## src/rtl/rr_packet_arbiter.sv

```systemverilog
// Per-output wormhole packet arbiter: round-robin over header requests, locked until the tail flit.
// Optional stall timeout is enabled with `define ARB_TIMEOUT_EN.
module rr_packet_arbiter #(
  parameter int unsigned NUM_IN    = 5,
  parameter int unsigned LEN_WIDTH = 12,
  parameter int unsigned TIMEOUT   = 255
) (
  input  logic                        clk,
  input  logic                        rst,
  input  logic [NUM_IN-1:0]           req,
  input  logic [NUM_IN-1:0]           hdr,
  input  logic [NUM_IN*LEN_WIDTH-1:0] len,
  input  logic                        dcts,
  output logic [NUM_IN-1:0]           grant,
  output logic                        busy,
  output logic [2:0]                  owner,
  output logic                        err
);

  typedef enum logic [0:0] {StIdle, StActive} state_e;

  state_e               state_q, state_d;
  logic [2:0]           ptr_q, ptr_d;
  logic [2:0]           owner_q, owner_d;
  logic [LEN_WIDTH-1:0] cnt_q, cnt_d;
  logic [LEN_WIDTH-1:0] len_arr [NUM_IN];
  logic [LEN_WIDTH-1:0] win_len;
  logic [NUM_IN-1:0]    cand;
  logic [2:0]           idx;
  logic [2:0]           win;
  logic                 found;
  logic                 granted;
  logic                 timeout_fire;

  assign cand = req & hdr;

  always_comb begin
    for (int i = 0; i < int'(NUM_IN); i++) begin
      len_arr[i] = len[i*LEN_WIDTH +: LEN_WIDTH];
    end
  end

  // Scan downward so the last hit (closest to ptr) wins.
  always_comb begin
    idx   = '0;
    win   = '0;
    found = 1'b0;
    for (int i = int'(NUM_IN) - 1; i >= 0; i--) begin
      idx = 3'((int'(ptr_q) + i) % int'(NUM_IN));
      if (cand[idx]) begin
        win   = idx;
        found = 1'b1;
      end
    end
  end

  assign win_len = len_arr[win];
  assign granted = (state_q == StActive) && dcts && req[owner_q];

  always_comb begin
    grant = '0;
    if (granted) grant[owner_q] = 1'b1;
  end

  always_comb begin
    state_d = state_q;
    ptr_d   = ptr_q;
    cnt_d   = cnt_q;
    owner_d = owner_q;
    unique case (state_q)
      StIdle: begin
        if (found) begin
          state_d = StActive;
          owner_d = win;
          cnt_d   = (win_len == '0) ? LEN_WIDTH'(1) : win_len;
          ptr_d   = (win == 3'(NUM_IN - 1)) ? 3'd0 : win + 3'd1;
        end
      end
      StActive: begin
        if (granted) begin
          if (cnt_q != '0) cnt_d = cnt_q - LEN_WIDTH'(1);
          if (cnt_q == LEN_WIDTH'(1)) state_d = StIdle;
        end
        if (timeout_fire) state_d = StIdle;
      end
      default: state_d = StIdle;
    endcase
  end

  always_ff @(posedge clk or posedge rst) begin
    if (rst) begin
      state_q <= StIdle;
      ptr_q   <= '0;
      cnt_q   <= '0;
      owner_q <= '0;
    end else begin
      state_q <= state_d;
      ptr_q   <= ptr_d;
      cnt_q   <= cnt_d;
      owner_q <= owner_d;
    end
  end

`ifdef ARB_TIMEOUT_EN
  localparam int unsigned StallW = (TIMEOUT < 2) ? 1 : $clog2(TIMEOUT);

  logic [StallW-1:0] stall_q, stall_d;
  logic              err_q;

  // Counter is held at zero while idle, which covers the clear on entry to ACTIVE.
  always_comb begin
    stall_d      = stall_q;
    timeout_fire = 1'b0;
    if (state_q == StIdle || granted) begin
      stall_d = '0;
    end else if (stall_q == StallW'(TIMEOUT - 1)) begin
      stall_d      = '0;
      timeout_fire = 1'b1;
    end else begin
      stall_d = stall_q + StallW'(1);
    end
  end

  always_ff @(posedge clk or posedge rst) begin
    if (rst) begin
      stall_q <= '0;
      err_q   <= 1'b0;
    end else begin
      stall_q <= stall_d;
      err_q   <= timeout_fire;
    end
  end

  assign err = err_q;
`else
  logic unused_cfg;
  assign unused_cfg   = ^TIMEOUT;
  assign timeout_fire = 1'b0;
  assign err          = 1'b0;
`endif

  assign busy  = (state_q == StActive);
  assign owner = owner_q;

endmodule

```

## config.mk

```make
export PLATFORM = sky130hd
export DESIGN_NAME = rr_packet_arbiter
export DESIGN_NICKNAME = d
export VERILOG_FILES = /design/src/rtl/rr_packet_arbiter.sv
export SDC_FILE = /design/constraint.sdc
export NUM_CORES = 1
export LEC_CHECK = 0
export CORE_ASPECT_RATIO = 2
export CORE_UTILIZATION = 30
export DETAILED_ROUTE_END_ITERATION = 10
export PLACE_DENSITY = 0.56
export SETUP_SLACK_MARGIN = 0.5
export SLEW_MARGIN = 5
export SYNTH_ARGS = -nofsm -noshare
export SYNTH_HDL_FRONTEND = slang
export SYNTH_SLANG_ARGS = --single-unit
export TNS_END_PERCENT = 5
```

## constraint.sdc

```tcl
create_clock -name clk -period 5.74 [get_ports clk]
set_clock_uncertainty 0.2 [all_clocks]
set_input_delay 1.148 -clock clk [delete_from_list [all_inputs] [get_ports clk]]
set_output_delay 1.148 -clock clk [all_outputs]
set_load 0.01 [all_outputs]
```

* Word-level counts from Yosys, hierarchy flattened
Index checks and enable logic that the tools add are counted.
Operators by class: reduce and logical (&&, ||, !) cells 7, mux-type cells 38, add/sub/neg operators 6, div/mod/pow operators 5, bitwise logic cells 3, $lt $le $gt $ge 8, equality and inequality tests 5
Operator list (count):
- modulo 32 x 4 -> 32 bit (second input constant) | 4
- 2-to-1 mux 12 bit | 6
- binary-select mux 12 bit (select 3 bit) | 1
- modulo 4 x 4 -> 32 bit (second input constant) | 1
- < comparator 3 x 4 -> 1 bit (second input constant) | 6
- one-hot mux 12 bit (2 select lines) | 1
- binary-select mux 1 bit (select 3 bit) | 6
- 2-to-1 mux 3 bit | 6
- 2-to-1 mux 1 bit | 15
- == test 12 x 1 -> 1 bit (second input constant) | 1
- logical NOT 12 bit | 1
- nonzero test 12 bit | 1
- subtractor 12 x 1 -> 12 bit (second input constant) | 1
- adder 3 x 2 -> 4 bit (second input constant) | 2
- bitwise AND 5 bit | 1
- 2-to-1 mux 5 bit | 1
- adder 3 x 1 -> 4 bit (second input constant) | 1
- adder 3 x 3 -> 4 bit (second input constant) | 1
- greater-or-equal comparator 4 bit (second input constant) | 1
- inequality test 2 x 1 -> 1 bit (second input constant) | 2
- inverter 3 -> 4 bit | 1
- adder 3 x 1 -> 3 bit (second input constant) | 1
- demux 1 bit (select 3 bit) | 1
- == test 3 bit (second input constant) | 1
- other kinds (7) | 9
Word-level totals: input bits 73, output and inout bits 10, register bits 19, word-level logic and storage cells 76

* Logic depth before layout (Yosys ltp)
Gate-level depths: netlist of run 1.
depth after elaboration 17, depth in mapped cells 22

* Worst setup path before layout of run 1
Ideal clock, no wire load.
path type register to register, start point register ptr_q[0], end point register cnt_q[0], data required time 5448 ps, path slack 935 ps, cell stages (with the launch flop) 21, arrival time 4513 ps, cell sequence dfrtp_1 -> buf_2 -> inv_1 -> buf_2 -> ha_1 -> inv_1 -> ha_1 -> nand2b_1 -> ha_1 -> nor2b_1 -> a21oi_1 -> or4_1 -> nand2_1 -> o211ai_1 -> o21a_1 -> o2111a_2 -> nor2_8 -> mux2_1 -> o221a_2 -> nand4b_1 -> o31ai_2
On the way: cells in the longest elaborated chain, start to end 17
RTL lines:
- from (decl) | line 23 | logic [2:0] ptr_q, ptr_d;
- from (signal assigned) | line 98 | ptr_q <= ptr_d;
- adder 3 x 3 -> 4 bit | line 49 | idx = 3'((int'(ptr_q) + i) % int'(NUM_IN));
- modulo 32 x 4 -> 32 bit | line 49
- binary-select mux 1 bit (select 3 bit) | line 50 | if (cand[idx]) begin
- 2-to-1 mux 1 bit (implied by the code) | line 50
- 2-to-1 mux 3 bit (5 in series) | line 50
- inverter 3 -> 4 bit (implied by the code) | line 57 | assign win_len = len_arr[win];
- binary-select mux 12 bit (select 3 bit) | line 57
- 2-to-1 mux 12 bit (implied by the code) (2 in series) | line 57
- logical NOT 12 bit | line 75 | cnt_d = (win_len == '0) ? LEN_WIDTH'(1) : win_len;
- 2-to-1 mux 12 bit | line 75
- 2-to-1 mux 12 bit | line 72 | if (found) begin
- one-hot mux 12 bit (2 select lines) | line 70 | unique case (state_q)
- to (signal assigned) | line 99 | cnt_q <= cnt_d;
- to (decl) | line 25 | logic [LEN_WIDTH-1:0] cnt_q, cnt_d;
Several ways; a longest one is shown, not always the timed one. The select of a mux whose other input is x is not followed. A chain may end at the register's enable or synchronous reset.

* Worst setup path after layout of run 1
start point register ptr_q[1], end point register cnt_q[0]
Same word-level chain as after synthesis.

==> flow_summary.ini, run 1 <==
[status]
outcome = finished clean

[worst_setup_path]
end_kind = register
cp_max_fo = 9
critical_path_class = reg -> reg
r2r-end = cnt_q[0]
crit_path_start_kind = register
cp-endpoint = cnt_q[0]
crit_required_ns = 5.72
r2r_start = ptr_q[1]
cp.arrival_ns = 5.03
crit_path_start = ptr_q[1]
reg2reg_slack_ns = 0.69
worst-r2r-cell-count = 19

[synth]
synth_cell_types = 86
ys.flop_type = dfrtp_1
synth_most_common_cell = nand2_1
synth_top_area_share_pct = 13.8
synth-edff-count = 0
synth_area_leaders = dfrtp_1 14%, ha_1 8.0%, nand2_1 5.0%
syn-num-nets = 555
netlist_area_um2 = 3440
synth_seq_area_share_pct = 13.8
synth_area_leader_cell = dfrtp_1
ys_async_sr_fraction_pct = 100
yosys_register_bits = 19
avgSynthCellArea_um2 = 7.49
ys_top_cells_by_count = 46 x nand2_1, 29 x o21ai_0, 28 x nand3_1, 27 x a21oi_1, 25 x nor2_1
synth_cells = 460
yosysWarnings = 0

[clock_network]
clock_latency_ns = 0.27
h-tree-depth = 1
cts_root_buffer = clkbuf_16
cts_hold_buf = 0
cts.path.max_buffers = 2
cts_buffers = 3
path_clk_slew_ns = 0.06
cts_tree = yes
cts_sinks = 19

[timing]
fin_setup_tns_ns = 0
relSlewSlack_pct = 46.3
hold_viol_final = 0
fin_crit_sh_pct = 88.0
drv_slew = 0
worst_pin_slew_ns = 0.804
setup_viol = 0
min_period_ns = 5.05
whs_ns = 0.291
fmax_mhz = 198
rsz0062_at_grt = no

[job]
cap_violations = 0

[cells_and_area]
stdcell_area_um2 = 4630
fin_util_pct = 41.3
drive_gt1_share_pct = 13.9
area_growth_pct = 34.6
antennaDiodeCount = 0
nets = 644

[drt]
drt_iter0_drc = 245
routedWlPerCell_um = 19.9
firstDrtPassIters = 5
vias = 4171
routed_via_density = 6.04
drt_wl_total_um = 13700
antenna_left = 0
route.detailed.drc = 0

[hold_path]
hp-class = reg -> reg

[placed_design]
place_hpwl_um = 11100
gp_congestion = 0.943
portBuffers = 81
dpl_cell_area_um2 = 4440

[global_routing]
gr-total-overflow = 0
grt_pass1_wl_um = 20900
grt_max_degree = 27
grt_usage_pct = 22.9
antenna_found_initial = 0
grt_pass1_vias = 4144

[floorplan]
die-width_um = 77.8
die_area_um2 = 11900
num_rows = 55
coreArea_um2 = 11200
start_util_pct = 30.7
num_io_pins = 83
die_height_um = 154
## layout by cell type (no fill, tap or decap), drive strengths merged, types with 5 or more instances in the layout
cell type       n
nor3           22
and3            5
and2            6
a211o           5
o211ai         10
o31ai           6
nand3b          6
or2             6
a21oi          29
clkdlybuf4s50  81
o21ai          30
or3             7
a22oi           5
a31oi          10
dfrtp          19
nor2           27
a211oi          6
nand2          47
mux2            9
nand2b          6
mux2i          17
inv            20
nand3          28
a21o            7
nand4           6
ha             22
buf            24
## state kept, by name (all words and copies together) (netlist names)
| name | cells |
|---|---|
| busy | 1 |
| ptr_q | 3 |
| cnt_q | 12 |
| owner | 3 |
## critical path, stage by stage (launching register included)
cell and delay [ns]:
dfrtp_2 0.39, clkinvlp_4 0.19, ha_1 0.26, inv_1 0.12, ha_1 0.27, nand2b_1 0.18
ha_1 0.32, nor2b_2 0.16, a21oi_1 0.13, or4_1 0.55, nand2_1 0.14, o211ai_1 0.18
buf_4 0.19, o211ai_1 0.12, o2111a_2 0.41, nor2_8 0.10, mux2_1 0.32, o221a_2 0.29
nand4b_1 0.20, o31ai_2 0.24
## layer usage
metal / share of wire [%] / vias to the layer above / GRT usage [%] / wire (µm)
li1: - / 1935 / - / -
met1: 31 / 1935 / 19.7 / 4300
met2: 54 / 216 / 44.5 / 7450
met3: 4.1 / 85 / 1.31 / 564
met4: 10 / 0 / 21.9 / 1440
met5: 0 / - / 0 / 0
## cells by family (layout without fill, tap and decap cells)
kind of cell               Yosys count  after routing  synth area share, %
AOI/OAI and AO/OA                  156            156                 33.3
adders and majority gates           22             22                 7.99
buffers and inverters               43            131                 5.60
other                                1              1                0.109
muxes                               28             28                 9.19
DFF                                 19             19                 13.8
and+or+nand+nor                    186            186                 28.5
xor gates and xnor gates             5              5                 1.49
## worst min path at each step
stage	startpoint	slack [ns]	depth (start not counted)	end
after floorplan	cnt_q[7]	0.24	2	cnt_q[7]
after global placement	cnt_q[7]	0.27	2	cnt_q[7]
after detailed placement	cnt_q[7]	0.29	2	cnt_q[7]
after CTS	cnt_q[7]	0.30	2	cnt_q[7]
after global routing	cnt_q[4]	0.32	1	cnt_q[4]
final	cnt_q[7]	0.29	2	cnt_q[7]
## what timing repair did
item                                    CTS  global route
setup buffers                             5             3
gates resized for setup                   4            11
endpoints found under the setup margin   11            10
pin swaps                                 1             3
endpoints found under the hold margin     0             0
## stage by stage
step / setup WS [ns] / std cells
6_report: 0.687 / 690
3_5_place_dp: 0.235 / 678
2_1_floorplan: 0.935 / 460
3_3_place_gp: 0.284 / 678
5_1_grt: 0.474 / 690
4_1_cts: 0.616 / 687
## final cells by class
| type | instances | area (µm²) |
|---|---|---|
| sequential | 19 | 477 |
| clock buffer | 4 | 78.8 |
| multi-input combinational | 398 | 2820 |
| inverter | 22 | 86.3 |
| timing repair buffer | 105 | 991 |
| tap | 142 | 178 |
| fill | 1173 | 6580 |
Power of run 1 is left out: the tool's default activity adds up to more than one toggle a clock period on the data nets, which glitch-free logic cannot reach.
==> run 2: changes to the inputs <==
- CTS_CLUSTER_SIZE: not set -> 14
- SKIP_CTS_REPAIR_TIMING: not set -> 1
==> run 2 against run 1 <==
Against the previous run:
- critical endpoint is now cnt_q[4]
- setup slack got worse by 0.012 ns
- global-route usage down 0.12 points
- critical path type unchanged
- die area is the same
- final cell count increased by 0.87%
- non-clock buffer count rose by 5
- design area up 1.1%
- first-iteration DRC count shrank 18%
- highest routed layer unchanged
- critical path depth decreased by 1
- core utilization is 0.47 points higher
- routed wire length is 0.51% lower
- maximum frequency down 0.23%
- register-to-register slack is essentially flat
==> flow_summary.ini, run 2 (same netlist as run 1, synthesis figures left out) <==
[status]
outcome = finished clean

[floorplan]
die-width_um = 77.8
die_area_um2 = 11900
num_io_pins = 83
coreArea_um2 = 11200
num_rows = 55
die_height_um = 154
start_util_pct = 30.7

[drt]
firstDrtPassIters = 4
route.detailed.drc = 0
vias = 4105
antenna_left = 0
drt_wl_total_um = 13700
drt_iter0_drc = 201
routed_via_density = 5.90
routedWlPerCell_um = 19.7

[cells_and_area]
antennaDiodeCount = 0
nets = 650
stdcell_area_um2 = 4690
final_cell_mix = 81 x clkdlybuf4s50_1, 45 x nand2_1, 29 x o21ai_0, 29 x buf_4, 28 x nand3_1
fillers = 1168
largest_reg_flops = 12
regMostFlops = cnt_q
area_growth_pct = 36.1
layout_commonest_cell = clkdlybuf4s50_1
drive_gt1_share_pct = 14.8

[clock_network]
clock_latency_ns = 0.27
path_clk_slew_ns = 0.06
h-tree-depth = 1
cts_buffers = 3
cts_tree = yes
cts_sinks = 19
cts.path.max_buffers = 2
cts_root_buffer = clkbuf_16

[placed_design]
portBuffers = 81
place_hpwl_um = 11100
gp_congestion = 0.943
dpl_worst_slack_ns = 0.235
dpl_cell_area_um2 = 4440

[worst_setup_path]
critPathBufInv = 2
cp_max_fo = 7
path_cells = clkinvlp_4 -> ha_2 -> inv_1 -> ha_1 -> nand2b_1 -> ha_4 -> nor2b_2 -> a21oi_1 -> or4_1 -> nand2_1 -> o211ai_1 -> and2_1 -> a311o_2 -> or4_1 -> o31ai_1 -> a211o_1 -> o22ai_1 -> a22o_1
crit_path_start = ptr_q[1]
crit_required_ns = 5.69
crit_path_start_kind = register
cp.arrival_ns = 5.02
max_stage_delay_ns = 0.55
crit_family = simple AND/OR/NAND/NOR gates
crit_top_cell = or4_1
critical_path_class = reg -> reg
slowest_stage = or4_1
r2r_start = ptr_q[1]
end_kind = register

[timing]
setup_viol = 0
relSlewSlack_pct = 46.9
min_period_ns = 5.06
rsz0062_at_grt = no
fmax_mhz = 197
hold_viol_final = 0
worst_pin_slew_ns = 0.796
fin_crit_sh_pct = 88.2
drv_slew = 0
fin_setup_tns_ns = 0
setup_ws_ns = 0.676
whs_ns = 0.292

[global_routing]
antenna_found_initial = 0
grt_pass1_wl_um = 20800
grt_max_degree = 27
grt_pass1_vias = 4107
grt_usage_pct = 22.7
gr-total-overflow = 0

[hold_path]
hp-class = reg -> reg
worstHoldStart = cnt_q[7]

[job]
cap_violations = 0
==> run 2: tightest hold or removal path: stages, from the launching register on <==
cell     delay, ns
dfrtp_1       0.35
nand2_1       0.05
o21ai_0       0.06
==> run 2: path summary, 6_finish.rpt <==
path                            endpoint  slack (ns)  cells after the start
worst max-delay path            cnt_q[4]        0.68                     18
min in group asynchronous       owner[2]        1.13                      2
worst min register to register  cnt_q[7]        0.29                      2
worst max register to register  cnt_q[4]        0.68                     18
max in group asynchronous       ptr_q[1]        3.65                      2
worst min-delay path            cnt_q[7]        0.29                      2
==> run 2: area by class of cell <==
cell class                      instances  area (µm²)  share of cell area (%)
Tap cell                              142         178                    3.79
Clock buffer                            4        78.8                    1.68
Sequential cell                        19         477                    10.2
Multi-Input combinational cell        399        2840                    60.6
Timing Repair Buffer                  110        1030                    21.9
Inverter                               22        86.3                    1.84
==> run 2: per-stage QoR <==
| stage | utilization [%] | std cells |
|---|---|---|
| after global routing | 41.8 | 696 |
| after floorplan | - | 460 |
| after detailed placement | 39.6 | 678 |
| final | 41.8 | 696 |
| after global placement | 39.6 | 678 |
| after CTS | 40.3 | 682 |
==> run 2: routing by layer <==
layer,share of wire (%),vias up,GRT usage [%]
met1,32,1921,19.7
met4,9.7,0,21.4
li1,-,1952,-
met3,2.9,73,1.31
met5,0,-,0
met2,55,159,44.3
Power of run 2 is left out for the same reason.
